**src/rtl/msrv32_imm_seq.sv**
```systemverilog
// Two-entry decode queue in front of the immediate generator.
// Ports: fetch valid/ready in, flush/stall control, head instr/imm_type/pc/illegal/count out.
module msrv32_imm_seq (
  input  logic        ms_riscv32_mp_clk_in,
  input  logic        ms_riscv32_mp_rst_n_in,
  input  logic        instr_valid_in,
  input  logic [31:0] instr_in,
  input  logic [31:0] pc_in,
  output logic        instr_ready_out,
  input  logic        flush_in,
  input  logic        stall_in,
  output logic        dec_valid_out,
  output logic [24:0] instr_out,
  output logic [2:0]  imm_type_out,
  output logic [31:0] pc_out,
  output logic        illegal_out,
  output logic [1:0]  count_out
);

  localparam logic [2:0] IMM_R   = 3'b000;
  localparam logic [2:0] IMM_I   = 3'b001;
  localparam logic [2:0] IMM_S   = 3'b010;
  localparam logic [2:0] IMM_B   = 3'b011;
  localparam logic [2:0] IMM_U   = 3'b100;
  localparam logic [2:0] IMM_J   = 3'b101;
  localparam logic [2:0] IMM_CSR = 3'b110;

  typedef struct packed {
    logic [24:0] instr;
    logic [2:0]  typ;
    logic [31:0] pc;
    logic        ill;
  } ent_t;

  ent_t       ent_q [2];
  ent_t       ent_d [2];
  logic [1:0] count_q, count_d;
  logic       wr_q, wr_d;
  logic       rd_q, rd_d;
  logic       push, pop;
  ent_t       new_ent;

  logic [6:0] op;
  logic [2:0] f3;
  logic       op_u, op_j, op_i, op_s;
  logic       op_b, op_r, op_sys;

  // Enqueue-time classification
  always_comb begin
    op     = instr_in[6:0];
    f3     = instr_in[14:12];
    op_u   = (op == 7'b0110111) | (op == 7'b0010111);
    op_j   = (op == 7'b1101111);
    op_i   = (op == 7'b1100111) | (op == 7'b0000011)
           | (op == 7'b0010011) | (op == 7'b0001111);
    op_s   = (op == 7'b0100011);
    op_b   = (op == 7'b1100011);
    op_r   = (op == 7'b0110011);
    op_sys = (op == 7'b1110011);
    new_ent.instr = instr_in[31:7];
    new_ent.pc    = pc_in;
    new_ent.typ   = IMM_R;
    new_ent.ill   = 1'b0;
    unique case (1'b1)
      op_u:    new_ent.typ = IMM_U;
      op_j:    new_ent.typ = IMM_J;
      op_i:    new_ent.typ = IMM_I;
      op_s:    new_ent.typ = IMM_S;
      op_b:    new_ent.typ = IMM_B;
      op_r:    new_ent.typ = IMM_R;
      op_sys:  new_ent.typ = (f3 != 3'b000) ? IMM_CSR : IMM_I;
      default: new_ent.ill = 1'b1;
    endcase
    if (instr_in[1:0] != 2'b11) new_ent.ill = 1'b1;
  end

  // State register
  always_ff @(posedge ms_riscv32_mp_clk_in or negedge ms_riscv32_mp_rst_n_in) begin
    if (!ms_riscv32_mp_rst_n_in) begin
      count_q <= 2'd0;
      wr_q    <= 1'b0;
      rd_q    <= 1'b0;
      for (int i = 0; i < 2; i++) ent_q[i] <= '0;
    end else begin
      count_q <= count_d;
      wr_q    <= wr_d;
      rd_q    <= rd_d;
      ent_q   <= ent_d;
    end
  end

  // Next state
  always_comb begin
    push    = instr_valid_in & instr_ready_out;
    pop     = dec_valid_out & ~stall_in;
    count_d = count_q;
    wr_d    = wr_q;
    rd_d    = rd_q;
    ent_d   = ent_q;
    if (flush_in) begin
      count_d = 2'd0;
      wr_d    = 1'b0;
      rd_d    = 1'b0;
    end else begin
      if (push) begin
        ent_d[wr_q] = new_ent;
        wr_d        = ~wr_q;
      end
      if (pop) rd_d = ~rd_q;
      count_d = count_q + {1'b0, push} - {1'b0, pop};
    end
  end

  // Outputs; ready is held low while reset is asserted
  always_comb begin
    instr_ready_out = (count_q != 2'd2) & ~flush_in
                    & ms_riscv32_mp_rst_n_in;
    dec_valid_out   = (count_q != 2'd0);
    count_out       = count_q;
    instr_out       = '0;
    imm_type_out    = '0;
    pc_out          = '0;
    illegal_out     = 1'b0;
    if (dec_valid_out) begin
      instr_out    = ent_q[rd_q].instr;
      imm_type_out = ent_q[rd_q].typ;
      pc_out       = ent_q[rd_q].pc;
      illegal_out  = ent_q[rd_q].ill;
    end
  end

endmodule

```
**config.mk**
```make
export PLATFORM = sky130hd
export DESIGN_NAME = msrv32_imm_seq
export DESIGN_NICKNAME = d
export VERILOG_FILES = /design/src/rtl/msrv32_imm_seq.sv
export SDC_FILE = /design/constraint.sdc
export NUM_CORES = 1
export LEC_CHECK = 0
export ABC_CLOCK_PERIOD_IN_PS = 2250
export CAP_MARGIN = 25
export CORE_ASPECT_RATIO = 1.1
export CORE_MARGIN = 2
export CORE_UTILIZATION = 45
export DETAILED_ROUTE_END_ITERATION = 12
export GPL_TIMING_DRIVEN = 0
export PLACE_DENSITY_LB_ADDON = 0.3
export SLEW_MARGIN = 15
export SYNTH_ARGS = -nofsm -noshare
export SYNTH_HDL_FRONTEND = slang
export SYNTH_SLANG_ARGS = --single-unit
```
**constraint.sdc**
```tcl
create_clock -name ms_riscv32_mp_clk_in -period 2.25 [get_ports ms_riscv32_mp_clk_in]
set_input_delay 0.3375 -clock ms_riscv32_mp_clk_in [delete_from_list [all_inputs] [get_ports ms_riscv32_mp_clk_in]]
set_output_delay 0.3375 -clock ms_riscv32_mp_clk_in [all_outputs]
set_load 0.005 [all_outputs]
```
==> results.sh <==
export IMPL_antenna_cells=0
export IMPL_clock_latency_ns=0.40
export IMPL_synth_ff_type="dfrtp_1"
export IMPL_finalCriticalPeriod_ns=2.22
export IMPL_antenna_left=0
export IMPL_hold_ws_ns=-0.177
export IMPL_grtUsageMet1=0.240
export IMPL_combPwrFrac=0.405
export IMPL_cp_max_fo=10
export IMPL_cp_arrival_ns=1.89
export IMPL_yosysUniqueCellTypes=40
export IMPL_cts_clk_slew_worst_paths_ns=0.05
export IMPL_intPower_mw=7.08
export IMPL_syn_nets=526
export IMPL_yosys_warnings=0
export IMPL_drc=0
export IMPL_fp_row_count=43
export IMPL_die_h_um=124
export IMPL_grt_setup_unrepaired="yes"
export IMPL_synth_top_cell_area_share=0.532
export IMPL_powerDensity_nw_per_um2=1230
export IMPL_yosysSeqAreaShare=0.532
export IMPL_hold_path_class="input pin to async pin"
export IMPL_path_cells="buf_6 -> mux2i_1 -> nor2_1 -> clkdlybuf4s50_1"
export IMPL_post_route_cell_area_sq_um=8190
export IMPL_wl_per_cell_um=17.6
export IMPL_first_pass_iters=4
export IMPL_maxCapViolations=0
export IMPL_dpl_hpwl_um=9420
export IMPL_critPathTopFamily="buffers and inverters"
export IMPL_ir_worst_vdd_uv=703
export IMPL_yosys_area_share_simple=0.0708
export IMPL_setup_ws_ns=0.0273
export IMPL_routed_wl_um=13700
export IMPL_grt_pass1_vias=4469
export IMPL_busiest_layer="met2"
export IMPL_cp_num_buf_inv=2
export IMPL_gr_total_overflow=0
export IMPL_numPortBuffers=131
export IMPL_die_area_sq_um=14100
export IMPL_vias=4103
export IMPL_cts_root_buf="clkbuf_16"
export IMPL_grt_pass1_wl_um=22200
export IMPL_pin_count=134
export IMPL_synthTopCellsByArea="dfrtp_1 (53%), mux2_2 (16%), mux2i_1 (10%)"
export IMPL_synth_compound_area_frac=0.0319
export IMPL_place_area_sq_um=7460
export IMPL_synthAdderAreaFrac=0.00422
export IMPL_power_switching_mw=2.98
export IMPL_tightestPinTransition_ns=0.735
export IMPL_violations="negative hold slack"
export IMPL_syn2layout_area_growth_pct=38.3
export IMPL_critPathLaunchType="flop"
export IMPL_die_width_um=113
export IMPL_grt_use_met2=0.349
export IMPL_finalSetupViolCount=0
export IMPL_ys_ff_latch=126
export IMPL_clock_skew_ns=0.00463
export IMPL_antenna_found_initial=0
export IMPL_clkPwrFrac=0.242
export IMPL_critPathSlowestCell="clkdlybuf4s50_1"
export IMPL_hold_viol_final=69
export IMPL_synth_area_sq_um=5920
export IMPL_slowest_delay_ns=0.52
export IMPL_synthCells=455
export IMPL_synthMuxAreaShare=0.324
export IMPL_grt_usage=0.201
export IMPL_grt_max_degree=71
export IMPL_synthXorXnorAreaFrac=0.00296
export IMPL_syn_area_per_cell_sq_um=13.0
export IMPL_p_leak_nw=3.48
export IMPL_cts_inserted_buffers=17
export IMPL_synth_top_family_by_area="multiplexers"
export IMPL_routed_via_density=5.27
export IMPL_async_reset_ff_frac=1.00
export IMPL_p_sw_frac=0.296
export IMPL_required_ns=1.91
export IMPL_pre_cts_ws_ns=-0.514
export IMPL_drtIter0Drc=169
export IMPL_fmax_ghz=0.450
export IMPL_core_area_sq_um=12800
export IMPL_grtUsageMet3=0.0560
export IMPL_gp_congestion=0.799
export IMPL_finalMaxSlewViolations=0
export IMPL_drive_gt1_frac=0.249
export IMPL_synth_largest_area_cell="dfrtp_1"
export IMPL_seqPwrFrac=0.354
export IMPL_fin_crit_sh=0.988
export IMPL_status="complete, but fails checks"
export IMPL_worstSetupEndpointType="output pin"
export IMPL_relSlewSlack=0.497
export IMPL_htree_levels=4
export IMPL_synth_edf_count=0
export IMPL_fin_nets=683
export IMPL_start_util=0.465
export IMPL_cts_sinks=126
export IMPL_clockBufferDepth=2
export IMPL_cts_tree="done"
export IMPL_critPathKind="flop to output pin"
-- area by class of cell --
class | instances | area, sq um
buffer | 28 | 280
clock buffer | 21 | 450
clock inverter | 8 | 70.1
fill | 1008 | 4560
inverter | 5 | 18.8
multi-input combinational | 295 | 2590
sequential | 126 | 3150
tap | 157 | 196
timing repair buffer | 139 | 1430
-- what timing repair did --
item / in CTS / in global routing
buffers inserted: 4 / 1
setup endpoints to repair: 85 / 60
pin swaps: 0 / 2
endpoints found under the hold margin: 69 / 69
cloned: 0 / 2
gates resized for setup: 34 / 14
-- stage by stage --
stage | util | std cells | total power [mW] | TNS (ns)
2_1_floorplan | - | 455 | 5.50 | 0
3_3_place_gp | 0.583 | 743 | 7.21 | -1118.25
3_5_place_dp | 0.585 | 744 | 7.36 | -51.36
4_1_cts | 0.636 | 776 | 10.0 | 0
5_1_grt | 0.642 | 779 | 10.7 | -1.44
6_report | 0.642 | 779 | 10.1 | 0
-- state kept, by name, indices dropped and copies added (netlist names) --
signal	cells
ent_q	122
count_out	2
rd_q	1
wr_q	1
-- worst paths after layout --
| kind | start | end | slack [ns] | cells past startpoint |
|---|---|---|---|---|
| worst max-delay path | rd_q | instr_out[18] | 0.03 | 4 |
| worst min-delay path | ms_riscv32_mp_rst_n_in | ent_q[41] | -0.18 | 1 |
| worst max register to register | count_out[1] | count_out[1] | 0.17 | 11 |
| worst min register to register | ent_q[45] | ent_q[45] | 0.48 | 1 |
| max in group asynchronous | ms_riscv32_mp_rst_n_in | ent_q[61] | 1.87 | 2 |
| min in group ms_riscv32_mp_clk_in | flush_in | count_out[0] | 0.37 | 2 |
-- Yosys cell counts (2+ instances only) --
master,number
nor2b_1,3
o41ai_1,4
dfrtp_1,126
inv_1,4
ha_1,2
nor4_4,2
buf_1,3
mux2_1,33
nand4_1,2
nand2_1,3
a21oi_1,3
nand2b_1,3
buf_2,9
o31ai_1,7
mux2i_1,61
a41oi_1,2
a31oi_1,2
or3b_2,2
buf_4,3
clkbuf_1,7
buf_6,7
nor2_1,67
mux2_2,83
-- kinds of logic after synthesis --
group,count (synthesis)
AOI/OAI and AO/OA,25
xor gates and xnor gates,2
adders and majority gates,2
buffers and inverters,34
DFF,126
muxes,177
and+or+nand+nor,89
-- layer usage --
metal,share of wire,up-vias
met1,0.43,2070
li1,-,1925
met2,0.52,92
met4,0.015,0
met5,0,-
met3,0.042,16
-- power by group through the flow --
stage | clock network, mW | registers [mW] | logic, mW
6_report | 2.43 | 3.56 | 4.07
3_3_place_gp | 0 | 3.51 | 3.70
3_5_place_dp | 0 | 3.58 | 3.78
4_1_cts | 2.47 | 3.55 | 4.03
2_1_floorplan | 0 | 3.45 | 2.06
5_1_grt | 2.60 | 3.67 | 4.46
-- cells in the final DEF, fill, tap and decap left out, types with 2 or more instances in the layout --
| master | instances |
|---|---|
| clkdlybuf4s50_1 | 127 |
| dfrtp_1 | 125 |
| mux2_2 | 83 |
| nor2_1 | 64 |
| mux2i_1 | 61 |
| mux2_1 | 33 |
| clkbuf_16 | 18 |
| buf_6 | 17 |
| buf_4 | 9 |
| o31ai_1 | 7 |
| clkbuf_1 | 5 |
| clkinv_2 | 5 |
| clkbuf_8 | 4 |
| inv_1 | 4 |
| o41ai_1 | 4 |
| nor2b_1 | 3 |
| nand2b_1 | 3 |
| nand2_1 | 3 |
| a21oi_1 | 3 |
| dlymetal6s2s_1 | 3 |
| nor2_4 | 2 |
| nor4_4 | 2 |
| nand4_1 | 2 |
| buf_2 | 2 |
| or3b_2 | 2 |
| a41oi_1 | 2 |
| a31oi_1 | 2 |
| ha_1 | 2 |
| clkinvlp_4 | 2 |
Power figures use the tool's default switching activity.
